<file path="config.mk">
export PLATFORM = sky130hd
export DESIGN_NAME = useq_sequencer_flat
export DESIGN_NICKNAME = d
export VERILOG_FILES = /design/src/rtl/useq_sequencer_if.sv /design/src/rtl/useq_sequencer.sv /design/src/flat_wrapper.sv
export SDC_FILE = /design/constraint.sdc
export NUM_CORES = 1
export LEC_CHECK = 0
export BUFFER_PORTS_ARGS = -buffer_cell sky130_fd_sc_hd__buf_2
export CAP_MARGIN = 40
export CORE_ASPECT_RATIO = 1.5
export CORE_MARGIN = 4
export CORE_UTILIZATION = 34
export DETAILED_ROUTE_END_ITERATION = 7
export PLACE_DENSITY_LB_ADDON = 0.15
export SLEW_MARGIN = 25
export SYNTH_ARGS = -nofsm -noshare
export SYNTH_HDL_FRONTEND = slang
export SYNTH_SLANG_ARGS = --single-unit
export TNS_END_PERCENT = 1
</file>
<file path="constraint.sdc">
create_clock -name clk -period 8.5 [get_ports clk]
set_input_delay 1.7 -clock clk [delete_from_list [all_inputs] [get_ports clk]]
set_output_delay 1.7 -clock clk [all_outputs]
set_load 0.005 [all_outputs]
</file>
<file path="src/rtl/useq_sequencer_if.sv">
// Sequencer bundle: ROM address/data, datapath control word, conditions, IRQ and status.
// The master side is the sequencer; the slave side is the ROM, datapath and interrupt logic.
interface useq_sequencer_if #(
  parameter int CW_W       = 112,
  parameter int IR_W       = 8,
  parameter int STEP_LOG2  = 6,
  parameter int COND_SEL_W = 4
);
  localparam int UADDR_W  = 1 + IR_W + STEP_LOG2;
  localparam int NUM_COND = 2 ** COND_SEL_W;

  logic                stall;
  logic [IR_W-1:0]     ir;
  logic [NUM_COND-1:0] alu_flags;
  logic [NUM_COND-1:0] status_flags;
  logic                irq_req;
  logic                irq_en;
  logic [UADDR_W-1:0]  rom_addr;
  logic [CW_W-1:0]     rom_data;
  logic [CW_W-1:0]     cw;
  logic                cw_valid;
  logic [UADDR_W-1:0]  upc;
  logic                irq_taken;
  logic                stk_ovf;
  logic                stk_unf;
  logic                halted;

  modport master (
    input  stall, ir, alu_flags, status_flags, irq_req, irq_en, rom_data,
    output rom_addr, cw, cw_valid, upc, irq_taken, stk_ovf, stk_unf, halted
  );

  modport slave (
    output stall, ir, alu_flags, status_flags, irq_req, irq_en, rom_data,
    input  rom_addr, cw, cw_valid, upc, irq_taken, stk_ovf, stk_unf, halted
  );
endinterface

</file>
<file path="src/rtl/useq_sequencer.sv">
// Microcode sequencer: owns upc and drives the synchronous ROM address, with the next address presented combinationally so there is no bubble.
// Call/return stack, IRQ entry on fetch and an escape page; stall holds all state and re-reads the ROM at upc.
module useq_sequencer #(
  parameter int CW_W         = 112,
  parameter int IR_W         = 8,
  parameter int STEP_LOG2    = 6,
  parameter int OFFSET_W     = 7,
  parameter int COND_SEL_W   = 4,
  parameter int TYP_POS      = 0,
  parameter int OFFSET_POS   = 2,
  parameter int COND_INV_POS = 9,
  parameter int COND_SRC_POS = 10,
  parameter int COND_SEL_POS = 11,
  parameter int ESCAPE_POS   = 15,
  parameter int CALL_POS     = 87,
  parameter int RET_POS      = 88,
  parameter int STACK_DEPTH  = 4,
  parameter int RESET_ADDR   = 0,
  parameter int FETCH_ADDR   = 0,
  parameter int IRQ_ADDR     = 16
) (
  input logic             clk,
  input logic             rst_n,
  useq_sequencer_if.master bus
);
  localparam int UADDR_W = 1 + IR_W + STEP_LOG2;
  localparam int SP_W    = $clog2(STACK_DEPTH + 1);
  localparam logic [SP_W-1:0]    SP_FULL = SP_W'(STACK_DEPTH);
  localparam logic [SP_W-1:0]    SP_ONE  = SP_W'(1);
  localparam logic [UADDR_W-1:0] A_ONE   = UADDR_W'(1);
  localparam logic [UADDR_W-1:0] A_RESET = UADDR_W'(RESET_ADDR);
  localparam logic [UADDR_W-1:0] A_FETCH = UADDR_W'(FETCH_ADDR);
  localparam logic [UADDR_W-1:0] A_IRQ   = UADDR_W'(IRQ_ADDR);

  typedef enum logic [1:0] {S_PRIME = 2'd0, S_RUN = 2'd1, S_HALT = 2'd2} state_t;

  state_t                state, state_nxt;
  logic [UADDR_W-1:0]    upc_q, nxt, inc, br_tgt, rom_addr;
  logic [UADDR_W-1:0]    stack [2**SP_W];
  logic [SP_W-1:0]       sp, sp_top;
  logic                  esc_q, ovf_q, unf_q;
  logic [1:0]            typ;
  logic [OFFSET_W-1:0]   offset;
  logic [COND_SEL_W-1:0] cond_sel;
  logic                  cond_inv, cond_src, escape, call, ret, c;
  logic                  do_push, do_pop, set_ovf, set_unf, halt_req, irq_hit, clr_esc, advance;
  logic                  cw_valid, halted, irq_taken;

  assign typ      = bus.rom_data[TYP_POS +: 2];
  assign offset   = bus.rom_data[OFFSET_POS +: OFFSET_W];
  assign cond_inv = bus.rom_data[COND_INV_POS];
  assign cond_src = bus.rom_data[COND_SRC_POS];
  assign cond_sel = bus.rom_data[COND_SEL_POS +: COND_SEL_W];
  assign escape   = bus.rom_data[ESCAPE_POS];
  assign call     = bus.rom_data[CALL_POS];
  assign ret      = bus.rom_data[RET_POS];

  assign c       = (cond_src ? bus.status_flags[cond_sel] : bus.alu_flags[cond_sel]) ^ cond_inv;
  assign inc     = upc_q + A_ONE;
  assign br_tgt  = upc_q + {{(UADDR_W-OFFSET_W){offset[OFFSET_W-1]}}, offset};
  assign sp_top  = sp - SP_ONE;
  assign advance = (state == S_RUN) && !bus.stall;

  // Next-address selection; RET outranks typ, so push and pop are exclusive.
  always_comb begin
    nxt     = inc;
    do_push = 1'b0;
    do_pop  = 1'b0;
    set_ovf = 1'b0;
    set_unf = 1'b0;
    irq_hit = 1'b0;
    clr_esc = 1'b0;
    if (ret) begin
      if (sp == '0) set_unf = 1'b1;
      else begin
        do_pop = 1'b1;
        nxt    = stack[sp_top];
      end
    end else begin
      case (typ)
        2'b01: if (c) begin
          nxt = br_tgt;
          if (call) begin
            if (sp == SP_FULL) set_ovf = 1'b1;
            else               do_push = 1'b1;
          end
        end
        2'b10: begin
          nxt     = {esc_q, bus.ir, {STEP_LOG2{1'b0}}};
          clr_esc = 1'b1;
        end
        2'b11: if (bus.irq_req && bus.irq_en) begin
          nxt     = A_IRQ;
          irq_hit = 1'b1;
        end else nxt = A_FETCH;
        default: nxt = inc;
      endcase
    end
    halt_req = set_ovf | set_unf;
  end

  always_ff @(posedge clk or negedge rst_n) begin
    if (!rst_n) state <= S_PRIME;
    else        state <= state_nxt;
  end

  always_comb begin
    state_nxt = state;
    case (state)
      S_PRIME: state_nxt = S_RUN;
      S_RUN:   if (advance && halt_req) state_nxt = S_HALT;
      default: state_nxt = S_HALT;
    endcase
  end

  always_comb begin
    rom_addr  = upc_q;
    cw_valid  = 1'b0;
    halted    = 1'b0;
    irq_taken = 1'b0;
    case (state)
      S_RUN: begin
        cw_valid  = !bus.stall;
        irq_taken = advance && irq_hit;
        if (advance && !halt_req) rom_addr = nxt;
      end
      S_HALT:  halted = 1'b1;
      default: rom_addr = upc_q;
    endcase
  end

  always_ff @(posedge clk or negedge rst_n) begin
    if (!rst_n) begin
      upc_q <= A_RESET;
      sp    <= '0;
      esc_q <= 1'b0;
      ovf_q <= 1'b0;
      unf_q <= 1'b0;
    end else if (advance) begin
      if (halt_req) begin
        ovf_q <= ovf_q | set_ovf;
        unf_q <= unf_q | set_unf;
      end else begin
        upc_q <= nxt;
        if (do_push) sp <= sp + SP_ONE;
        if (do_pop)  sp <= sp_top;
        // An escape on a decode word still decodes with the old page.
        if (escape)       esc_q <= 1'b1;
        else if (clr_esc) esc_q <= 1'b0;
      end
    end
  end

  always_ff @(posedge clk) begin
    if (advance && do_push) stack[sp] <= inc;
  end

  assign bus.rom_addr  = rom_addr;
  assign bus.cw        = bus.rom_data;
  assign bus.cw_valid  = cw_valid;
  assign bus.upc       = upc_q;
  assign bus.irq_taken = irq_taken;
  assign bus.stk_ovf   = ovf_q;
  assign bus.stk_unf   = unf_q;
  assign bus.halted    = halted;
endmodule
</file>
<file path="src/flat_wrapper.sv">
// flat-port wrapper written by rule: the top's interface ports become plain ports
module useq_sequencer_flat 
#(
  parameter int CW_W         = 112,
  parameter int IR_W         = 8,
  parameter int STEP_LOG2    = 6,
  parameter int OFFSET_W     = 7,
  parameter int COND_SEL_W   = 4,
  parameter int TYP_POS      = 0,
  parameter int OFFSET_POS   = 2,
  parameter int COND_INV_POS = 9,
  parameter int COND_SRC_POS = 10,
  parameter int COND_SEL_POS = 11,
  parameter int ESCAPE_POS   = 15,
  parameter int CALL_POS     = 87,
  parameter int RET_POS      = 88,
  parameter int STACK_DEPTH  = 4,
  parameter int RESET_ADDR   = 0,
  parameter int FETCH_ADDR   = 0,
  parameter int IRQ_ADDR     = 16
)
  (clk, rst_n, bus_stall, bus_ir, bus_alu_flags, bus_status_flags, bus_irq_req, bus_irq_en, bus_rom_data, bus_rom_addr, bus_cw, bus_cw_valid, bus_upc, bus_irq_taken, bus_stk_ovf, bus_stk_unf, bus_halted);
  useq_sequencer_if #(.CW_W(CW_W), .IR_W(IR_W), .STEP_LOG2(STEP_LOG2), .COND_SEL_W(COND_SEL_W)) bus_i ();
  input logic clk;
  input logic rst_n;
  input wire logic [$bits(bus_i.stall)-1:0] bus_stall;
  input wire logic [$bits(bus_i.ir)-1:0] bus_ir;
  input wire logic [$bits(bus_i.alu_flags)-1:0] bus_alu_flags;
  input wire logic [$bits(bus_i.status_flags)-1:0] bus_status_flags;
  input wire logic [$bits(bus_i.irq_req)-1:0] bus_irq_req;
  input wire logic [$bits(bus_i.irq_en)-1:0] bus_irq_en;
  input wire logic [$bits(bus_i.rom_data)-1:0] bus_rom_data;
  output wire logic [$bits(bus_i.rom_addr)-1:0] bus_rom_addr;
  output wire logic [$bits(bus_i.cw)-1:0] bus_cw;
  output wire logic [$bits(bus_i.cw_valid)-1:0] bus_cw_valid;
  output wire logic [$bits(bus_i.upc)-1:0] bus_upc;
  output wire logic [$bits(bus_i.irq_taken)-1:0] bus_irq_taken;
  output wire logic [$bits(bus_i.stk_ovf)-1:0] bus_stk_ovf;
  output wire logic [$bits(bus_i.stk_unf)-1:0] bus_stk_unf;
  output wire logic [$bits(bus_i.halted)-1:0] bus_halted;
  assign bus_i.stall = bus_stall;
  assign bus_i.ir = bus_ir;
  assign bus_i.alu_flags = bus_alu_flags;
  assign bus_i.status_flags = bus_status_flags;
  assign bus_i.irq_req = bus_irq_req;
  assign bus_i.irq_en = bus_irq_en;
  assign bus_i.rom_data = bus_rom_data;
  assign bus_rom_addr = bus_i.rom_addr;
  assign bus_cw = bus_i.cw;
  assign bus_cw_valid = bus_i.cw_valid;
  assign bus_upc = bus_i.upc;
  assign bus_irq_taken = bus_i.irq_taken;
  assign bus_stk_ovf = bus_i.stk_ovf;
  assign bus_stk_unf = bus_i.stk_unf;
  assign bus_halted = bus_i.halted;
  useq_sequencer #(.CW_W(CW_W), .IR_W(IR_W), .STEP_LOG2(STEP_LOG2), .OFFSET_W(OFFSET_W), .COND_SEL_W(COND_SEL_W), .TYP_POS(TYP_POS), .OFFSET_POS(OFFSET_POS), .COND_INV_POS(COND_INV_POS), .COND_SRC_POS(COND_SRC_POS), .COND_SEL_POS(COND_SEL_POS), .ESCAPE_POS(ESCAPE_POS), .CALL_POS(CALL_POS), .RET_POS(RET_POS), .STACK_DEPTH(STACK_DEPTH), .RESET_ADDR(RESET_ADDR), .FETCH_ADDR(FETCH_ADDR), .IRQ_ADDR(IRQ_ADDR)) u_core (.clk(clk), .rst_n(rst_n), .bus(bus_i));
endmodule
</file>
==> results of run 1 <==
## power breakdown
part | switching [W] | total (W) | leakage [nW] | internal (W)
Clock | 0.000318 | 0.000732 | 0.290 | 0.000414
Combinational | 0.000851 | 0.00146 | 1.76 | 0.000607
Sequential | 0.000103 | 0.00102 | 1.35 | 0.000919
Total | 0.00127 | 0.00321 | 3.40 | 0.00194
## layout make-up
cell class	instances	area, um2
fillers	2326	14700
flip-flops and latches	143	4180
multi-input cells	349	3020
repair buffers	128	702
clock buffers	17	425
well taps	319	399
clock inverters	15	151
inverters	18	67.6
## cells by family (layout without fill, tap and decap cells)
group / count (synthesis) / in the layout / share of synthesized area, %
xor gates and xnor gates: 27 / 27 / 2.91
AOI/OAI and AO/OA: 103 / 103 / 8.43
adders and majority gates: 19 / 19 / 3.02
and+or+nand+nor: 127 / 127 / 7.13
buffers and inverters: 150 / 178 / 12.3
muxes: 73 / 73 / 14.8
DFF: 143 / 143 / 51.4
## metal layers
metal | up-vias | global-route usage [%] | wire (um)
met1 | 2587 | 19.4 | 8450
met2 | 158 | 33.3 | 13000
met3 | 114 | 8.21 | 2720
met5 | - | 0 | 14
li1 | 2326 | - | -
met4 | 2 | 14.4 | 2030
## sequential cells by signal (all words and copies together), names as in the netlist
register and count:
u_core.stack 120, u_core.bus.upc 15, u_core.sp 3, u_core.state 2, u_core.bus.stk_ovf 1, u_core.bus.stk_unf 1
u_core.esc_q 1
## synth_stat cells, types with 4 or more instances
cell,instances
sky130_fd_sc_hd__ha_1,18
sky130_fd_sc_hd__xor2_1,16
sky130_fd_sc_hd__mux2_2,6
sky130_fd_sc_hd__nor2_1,30
sky130_fd_sc_hd__buf_2,5
sky130_fd_sc_hd__nand3_1,15
sky130_fd_sc_hd__mux2i_1,30
sky130_fd_sc_hd__nand2b_1,4
sky130_fd_sc_hd__mux4_2,37
sky130_fd_sc_hd__o21ai_0,12
sky130_fd_sc_hd__nand2_1,48
sky130_fd_sc_hd__and3_1,4
sky130_fd_sc_hd__a21o_1,4
sky130_fd_sc_hd__dfrtp_1,23
sky130_fd_sc_hd__nor3_1,9
sky130_fd_sc_hd__edfxtp_1,120
sky130_fd_sc_hd__xnor2_1,11
sky130_fd_sc_hd__inv_1,18
sky130_fd_sc_hd__a31oi_1,5
sky130_fd_sc_hd__o22ai_1,4
sky130_fd_sc_hd__a21oi_1,40
sky130_fd_sc_hd__o211ai_1,4
sky130_fd_sc_hd__buf_4,114
sky130_fd_sc_hd__clkbuf_1,10
## per-stage QoR
stage	cells	total power (W)	instance area [um2]	hold slack (ps)
6_report	989	0.00321	8940	471
5_1_grt	989	0.00341	8940	502
4_1_cts	986	0.00324	8920	471
3_5_place_dp	954	0.00250	8350	450
3_3_place_gp	950	0.00245	8250	455
2_1_floorplan	642	0.00199	8120	433
## path summary, 6_finish.rpt
| kind | startpoint | end | slack (ps) | cells after the start |
|---|---|---|---|---|
| max in group asynchronous | rst_n | u_core.sp[0] | 6760 | 1 |
| min in group asynchronous | rst_n | u_core.bus.upc[4] | 1290 | 1 |
| worst min register to register | u_core.state[1] | u_core.state[0] | 470 | 1 |
| worst max-delay path | bus_rom_data[2] | bus_rom_addr[12] | 1900 | 12 |
| worst min-delay path | u_core.state[1] | u_core.state[0] | 470 | 1 |
| worst max register to register | u_core.bus.upc[0] | u_core.bus.upc[14] | 5010 | 9 |
## worst register-to-register path: cells and delay by family (launching register included)
kind            cells  cell delay, ps
compound gates      7            2240
flops               1             450
fa+ha+maj           2             690
==> qor.csv, run 1 <==
stage,metric,value,unit
clocking,cts_inserted_buffers,17,
yosys,netlist-cell-type-count,59,
die,die_w,134,um
worst_setup_path,critical_path.max_fanout,3,
final_layout,final_core_util,37.8,%
worst_setup_path,crit_slowest_cell,sky130_fd_sc_hd__o41ai_1,
yosys,syn_area_per_cell,12.7,um2
sta,fmax,151,MHz
routing,detail_route.wirelength,26.2,mm
clocking,clk_sinks,143,
clocking,worst_skew_pair.late_latency,420,ps
die,start_util,34.3,%
sta,timing_worst_slew_pin_value,800,ps
clocking,cts.repair_timing.setup_buffer_count,0,
routing,drt_pre_antenna_iters,4,
final_layout,n_antenna_cell,0,
die,die_ar,0.0265,mm2
yosys,synth-edff-count,120,
worst_setup_path,crit_buf_inv,2,
routing,dr.first_iter.drc_count,385,
clocking,clock_tree.root_cell,sky130_fd_sc_hd__clkbuf_16,
yosys,synth_nets,818,
worst_setup_path,critPathRequiredTime,6800,ps
flow_run,maxCapViolCount,0,
placement,post-place-ws,1880,ps
worst_setup_path,critPathLaunchType,primary input,
yosys,synth.largest_area_cell,sky130_fd_sc_hd__edfxtp_1,
yosys,synth_cells,642,
global_route,number_of_global_route_vias_before_repair,5506,
yosys,synth.top_cells.by_area,"sky130_fd_sc_hd__edfxtp_1 (44%), sky130_fd_sc_hd__buf_4 (11%), sky130_fd_sc_hd__mux4_2 (10%), sky130_fd_sc_hd__dfrtp_1 (7.1%), sky130_fd_sc_hd__mux2i_1 (3.7%)",
global_route,antenna_found_initial,1,
routing,vias_per_cell,5.24,
pwr,peakVddDrop,179,uV
sta,fin_crit,6600,ps
placement,dp.final_hpwl,20.2,mm
sta,finalCritPeriodShare,77.7,%
clocking,postCtsHoldBufs,0,
yosys,ys_ff_latch,143,
final_layout,commonest_non_fill_non_tap_cells_in_the_layout,"sky130_fd_sc_hd__edfxtp_1 (120), sky130_fd_sc_hd__buf_2 (116), sky130_fd_sc_hd__nand2_1 (48), sky130_fd_sc_hd__a21oi_1 (40), sky130_fd_sc_hd__mux4_2 (37)",
final_layout,layout.nets,833,
global_route,grt_max_degree,34,
worst_setup_path,critPathCaptureType,output pin,
die,design.portCount,304,
global_route,groute.usage.overall,19.8,%
clocking,clock_tree.htree_level_count,4,
yosys,async_reset_ff_share,16.1,%
pwr,static-leakage-power,3.40,nW
die,rows,69,
worst_setup_path,critical_path_arrival,4900,ps
clocking,postCtsResizedCells,0,
yosys,synth.cell_area,0.00812,mm2
global_route,grt_overflow_total,0,
global_route,grt_first_pass_wirelength,37.7,mm
routing,drc,0,
sta,rsz0062_at_grt,no,
final_layout,area_delta_synth_final,10.1,%
worst_setup_path,worst_path_max_stage_delay,620,ps
sta,finalSetupViolCount,0,
worst_setup_path,path_class,primary input to output pin,
routing,route.detailed.wl_per_inst,26.5,um
min_path,min_path_type,register to register,
die,die_height,197,um
sta,final-max-slew-violation-count,0,
clocking,clkTransAtPathRegs,70,ps
final_layout,final_layout_size_suffix_gt1_share,32.7,%
worst_setup_path,timing.critical_path.max_delay_family,compound AO/OA/AOI/OAI gates,
sta,maxSlewHeadroom,46.3,%
status,run_status,completed,
yosys,synth_flop_cell,sky130_fd_sc_hd__edfxtp_1,
clocking,clockBufferDepth,2,
worst_setup_path,critical_path.cell_chain,buf_2 > ha_1 > fa_1 > a211o_1 > a21oi_1 > o21ai_0 > o41ai_1 > xnor2_1 > mux2i_1 > a211o_1 > a31oi_1 > buf_2,
placement,place_congestion,0.831,
routing,postRouteAntennaNets,0,
clocking,tritoncts,built,
sta,final_hold_viol_count,0,
yosys,yosysSeqAreaShare,51.4,%
sta,final.setup_skew,10.3,ps
yosys,ys_warn_count,0,
routing,via_count,5187,
die,core_region_area,0.0237,mm2
sta,timing.setup.tns,0,ps
pwr,power.density,359,mW/mm2
yosys,yosys_top_cell_area_share,44.4,%
placement,place.port_buffers,115,
sta,finalWorstSetupSlack,1900,ps
final_layout,layout_commonest_cell,sky130_fd_sc_hd__edfxtp_1,
Note: power is estimated with default switching activity, not from simulation.
==> inputs of run 2 (changes only) <==
Clock period 8.5 ns to 6.4 ns, I/O delays scaled along.
==> run 2 against run 1 <==
  * Register-to-register slack got worse by 2100 ps
  * Hold slack worse by 1.9 ps
  * Global-route usage decreased by 0.20 points
  * Sequential cell count unchanged
==> qor.csv, run 2 (synthesis results as in run 1) <==
stage,metric,value,unit
pwr,static-leakage-power,3.41,nW
clocking,postCtsHoldBufs,0,
die,die_ar,0.0265,mm2
worst_setup_path,critPathLaunchType,primary input,
worst_setup_path,critical_path_arrival,4460,ps
global_route,grt_max_degree,33,
final_layout,n_antenna_cell,0,
clocking,clock_tree.root_cell,sky130_fd_sc_hd__clkbuf_16,
global_route,number_of_global_route_vias_before_repair,5485,
die,start_util,34.3,%
routing,dr.first_iter.drc_count,277,
worst_setup_path,timing.critical_path.max_delay_family,compound AO/OA/AOI/OAI gates,
pwr,comb_power_share,45.2,%
placement,place_congestion,0.833,
pwr,peakVddDrop,213,uV
status,run_status,completed,
clocking,clock_tree.htree_level_count,4,
sta,final-max-slew-violation-count,0,
clocking,clockBufferDepth,2,
clocking,worst_skew_pair.late_latency,420,ps
final_layout,layout.nets,841,
final_layout,final_core_util,37.7,%
worst_setup_path,r2r_start,u_core.bus.upc[0],
sta,maxSlewHeadroom,41.9,%
routing,postRouteAntennaNets,0,
pwr,power.density,473,mW/mm2
min_path,min_path_type,register to register,
routing,drc,0,
clocking,cts.repair_timing.setup_buffer_count,0,
final_layout,top_register,u_core.stack,
sta,final.setup_skew,10.2,ps
final_layout,final_layout_size_suffix_gt1_share,32.4,%
sta,rsz0062_at_grt,no,
routing,vias_per_cell,5.24,
final_layout,layout_commonest_cell,sky130_fd_sc_hd__edfxtp_1,
clocking,cts_inserted_buffers,17,
routing,detail_route.wirelength,26.2,mm
sta,timing.setup.tns,0,ps
worst_setup_path,timing.critical_path.depth,12,
worst_setup_path,critical_path.endpoint,bus_rom_addr[12],
global_route,antenna_found_initial,1,
final_layout,fill_cells,2312,
worst_setup_path,r2r_setup_slack,2960,ps
clocking,tritoncts,built,
worst_setup_path,critPathCaptureType,output pin,
die,die_height,197,um
sta,final_hold_viol_count,0,
worst_setup_path,worst_path_max_stage_delay,630,ps
die,core_region_area,0.0237,mm2
clocking,clkTransAtPathRegs,70,ps
clocking,postCtsResizedCells,0,
worst_setup_path,reg2regPathDepth,9,
sta,finalCritPeriodShare,89.7,%
die,design.portCount,304,
routing,via_count,5221,
worst_setup_path,worst_setup_path_startpoint,bus_rom_data[2],
pwr,sequentialPowerShare,32.2,%
routing,route.detailed.wl_per_inst,26.3,um
sta,timing_worst_slew_pin_value,869,ps
pwr,switchingPower,0.00168,W
routing,drt_pre_antenna_iters,5,
final_layout,commonest_non_fill_non_tap_cells_in_the_layout,"sky130_fd_sc_hd__edfxtp_1 (120), sky130_fd_sc_hd__buf_2 (116), sky130_fd_sc_hd__nand2_1 (48), sky130_fd_sc_hd__a21oi_1 (40), sky130_fd_sc_hd__mux4_2 (37)",
final_layout,seq_area,0.00418,mm2
die,rows,69,
global_route,groute.usage.overall,19.6,%
sta,finalSetupViolCount,0,
min_path,min-delay-start,u_core.state[1],
worst_setup_path,critPathRequiredTime,5120,ps
sta,fmax,174,MHz
final_layout,area_of_combinational_cells_with_multiple_inputs,0.00296,mm2
global_route,grt_overflow_total,0,
placement,dp.final_hpwl,20.1,mm
pwr,sw_frac_of_total,39.7,%
worst_setup_path,critical_path.reg2reg.endpoint,u_core.bus.upc[14],
worst_setup_path,critical_path.max_fanout,3,
worst_setup_path,path_class,primary input to output pin,
pwr,share_clk_of_total_power,22.6,%
final_layout,max_reg_flops,120,
worst_setup_path,critical_path.cell_chain,buf_2 > ha_1 > fa_1 > a211o_1 > a21oi_1 > o21ai_0 > o41ai_1 > xnor2_1 > mux2i_1 > a211o_1 > a31oi_1 > buf_2,
clocking,clk_sinks,143,
pwr,internal_power_of_the_cells,0.00254,W
placement,place.port_buffers,115,
worst_setup_path,crit_buf_inv,2,
global_route,grt_first_pass_wirelength,37.4,mm
die,die_w,134,um
sta,fin_crit,5740,ps
flow_run,maxCapViolCount,0,
worst_setup_path,crit_slowest_cell,sky130_fd_sc_hd__o41ai_1,
final_layout,area_delta_synth_final,9.77,%
==> run 2: power by group through the flow <==
stage               clock network, W  logic (W)  registers (W)
CTS                         0.000970    0.00192        0.00136
detailed placement                 0    0.00191        0.00138
finish                      0.000951    0.00191        0.00136
global route                 0.00101    0.00210        0.00137
global placement                   0    0.00188        0.00137
floorplan                          0    0.00132        0.00132
==> run 2: metrics by stage <==
step                std cells  hold WS (ps)  setup slack, ps  total power, W  instance area [um2]
floorplan                 642           433             1350         0.00265                 8120
global placement          961           455              652         0.00325                 8310
detailed placement        962           463              674         0.00328                 8320
CTS                       994           475              652         0.00425                 8900
global route              997           494              483         0.00448                 8920
finish                    997           469              658         0.00421                 8920
==> run 2: worst min-delay path by stage <==
stage | end | slack [ps] | depth (start not counted)
after floorplan | u_core.state[0] | 430 | 1
after global placement | u_core.state[0] | 460 | 1
after detailed placement | u_core.state[0] | 460 | 1
after CTS | u_core.state[0] | 470 | 1
after global routing | u_core.bus.stk_ovf | 490 | 1
final | u_core.state[0] | 470 | 1
==> run 2: cell type report <==
| type | count | area share (%) |
|---|---|---|
| Multi-Input combinational cell | 349 | 33.2 |
| Clock buffer | 17 | 4.77 |
| Sequential cell | 143 | 46.9 |
| Inverter | 18 | 0.758 |
| Clock inverter | 15 | 1.67 |
| Timing Repair Buffer | 136 | 8.28 |
| Tap cell | 319 | 4.48 |
==> run 2: routing by layer <==
layer  track usage (%)  up-vias  share of wire, %
met5                 0        -             0.050
met4              11.3        2               6.1
met3              7.82      111               9.1
met2              33.8      185                51
met1              20.0     2596                34
li1                  -     2327                 -
==> inputs of run 3 (changes only) <==
Clock period 6.4 ns to 6.5 ns, I/O delays scaled along.
==> run 3 against run 2 <==
  * Global-route usage barely moved
  * Die area did not move
  * First-iteration DRC count rose by 32%
  * Hold slack got worse by 0.58 ps
  * Via count fell by 0.57%
  * Non-clock buffer count fell by 1
  * Sequential power barely moved
  * Power fell by 0.42%
  * Core utilization rose by 0.11 points
  * Largest power group unchanged
==> qor.csv, run 3 (synthesis results as in run 1) <==
stage,metric,value,unit
min_path,min_path_type,register to register,
sta,fmax,174,MHz
worst_setup_path,path_class,primary input to output pin,
routing,dr.first_iter.drc_count,366,
clocking,clock_tree.htree_level_count,4,
clocking,clk_sinks,143,
worst_setup_path,critical_path_arrival,4440,ps
flow_run,maxCapViolCount,0,
sta,timing_worst_slew_pin_value,864,ps
min_path,hold_end,u_core.state[0],
placement,place_congestion,0.823,
routing,detail_route.wirelength,26.3,mm
final_layout,area_delta_synth_final,10.1,%
die,die_height,197,um
worst_setup_path,r2r_start,u_core.bus.upc[0],
clocking,clkTransAtPathRegs,70,ps
routing,drc,0,
final_layout,layout_commonest_cell,sky130_fd_sc_hd__edfxtp_1,
worst_setup_path,critPathLaunchType,primary input,
final_layout,layout.nets,840,
routing,drt_pre_antenna_iters,7,
clocking,clockBufferDepth,2,
sta,final-max-slew-violation-count,0,
die,core_region_area,0.0237,mm2
worst_setup_path,reg2regPathDepth,9,
worst_setup_path,critical_path.reg2reg.endpoint,u_core.bus.upc[14],
final_layout,final_layout_size_suffix_gt1_share,32.2,%
clocking,cts_inserted_buffers,17,
die,die_ar,0.0265,mm2
routing,via_count,5191,
sta,finalSetupViolCount,0,
min_path,worst_hold_path.num_cells,1,
sta,fin_crit,5740,ps
clocking,tritoncts,built,
worst_setup_path,critical_path.max_fanout,3,
pwr,static-leakage-power,3.43,nW
sta,maxSlewHeadroom,42.2,%
sta,timing.setup.tns,0,ps
die,start_util,34.3,%
routing,vias_per_cell,5.21,
final_layout,top_register,u_core.stack,
final_layout,commonest_non_fill_non_tap_cells_in_the_layout,"sky130_fd_sc_hd__edfxtp_1 (120), sky130_fd_sc_hd__buf_2 (116), sky130_fd_sc_hd__nand2_1 (48), sky130_fd_sc_hd__a21oi_1 (40), sky130_fd_sc_hd__mux4_2 (37)",
min_path,min-delay-start,u_core.state[1],
pwr,power.density,469,mW/mm2
clocking,postCtsHoldBufs,0,
die,die_w,134,um
global_route,number_of_global_route_vias_before_repair,5444,
pwr,peakVddDrop,185,uV
routing,route.detailed.wl_per_inst,26.4,um
global_route,antenna_found_initial,1,
pwr,fin_total_pwr,0.00420,W
global_route,groute.usage.overall,19.5,%
die,rows,69,
global_route,grt_max_degree,33,
sta,final_hold_viol_count,0,
status,run_status,completed,
sta,final.setup_skew,20.5,ps
final_layout,max_reg_flops,120,
placement,place.port_buffers,115,
die,design.portCount,304,
clocking,worst_skew_pair.late_latency,420,ps
sta,rsz0062_at_grt,no,
global_route,grt_overflow_total,0,
routing,postRouteAntennaNets,0,
global_route,grt_first_pass_wirelength,37.2,mm
worst_setup_path,critPathCaptureType,output pin,
clocking,clock_tree.root_cell,sky130_fd_sc_hd__clkbuf_16,
worst_setup_path,r2r_setup_slack,3080,ps
placement,dp.final_hpwl,20.1,mm
sta,finalCritPeriodShare,88.4,%
clocking,cts.repair_timing.setup_buffer_count,0,
clocking,postCtsResizedCells,0,
worst_setup_path,critPathRequiredTime,5200,ps
==> run 3: worst max-delay path by stage <==
stage	slack [ps]	from	depth (start not counted)	to
after floorplan	1410	bus_rom_data[11]	9	bus_rom_addr[11]
after global placement	690	bus_rom_data[2]	12	bus_rom_addr[12]
after detailed placement	700	bus_rom_data[2]	12	bus_rom_addr[12]
after CTS	680	bus_rom_data[2]	12	bus_rom_addr[12]
after global routing	590	bus_rom_data[2]	12	bus_rom_addr[12]
final	760	bus_rom_data[2]	12	bus_rom_addr[12]
==> run 3: final cells by class <==
cell class	instances	area [um2]
Antenna cell	1	2.50
Clock buffer	17	425
Clock inverter	15	174
Fill cell	2301	14700
Inverter	18	67.6
Multi-Input combinational cell	349	2960
Sequential cell	143	4180
Tap cell	319	399
Timing Repair Buffer	135	731
==> run 3: power by group <==
part | switching [W] | total [W] | internal, W
Combinational | 0.00109 | 0.00187 | 0.000779
Sequential | 0.000137 | 0.00134 | 0.00120
Clock | 0.000413 | 0.000991 | 0.000578
Total | 0.00164 | 0.00420 | 0.00256
==> run 3: metrics by stage <==
stage | setup slack (ps) | hold WS (ps) | instances | area [um2] | utilization (%)
final | 757 | 469 | 997 | 8940 | 37.8
after floorplan | 1410 | 433 | 642 | 8120 | -
after global placement | 693 | 453 | 959 | 8300 | 35.1
after global routing | 593 | 494 | 996 | 8940 | 37.8
after CTS | 676 | 475 | 992 | 8910 | 37.7
after detailed placement | 697 | 463 | 960 | 8310 | 35.1
==> run 3: layer usage <==
metal	routed length, um	global-route usage [%]	vias up
met5	13	0	-
met4	2050	14.3	2
met3	2610	8.33	111
met2	12900	32.2	141
met1	8730	19.6	2604
li1	-	-	2333
==> run 3: worst max-delay path, cell delays in order <==
cell and delay [ps]:
sky130_fd_sc_hd__buf_2 110, sky130_fd_sc_hd__ha_1 200, sky130_fd_sc_hd__fa_1 430, sky130_fd_sc_hd__a211o_1 320, sky130_fd_sc_hd__a21oi_1 200, sky130_fd_sc_hd__o21ai_0 220, sky130_fd_sc_hd__o41ai_1 640, sky130_fd_sc_hd__xnor2_1 200
sky130_fd_sc_hd__mux2i_1 100, sky130_fd_sc_hd__a211o_1 330, sky130_fd_sc_hd__a31oi_1 240, sky130_fd_sc_hd__buf_2 160
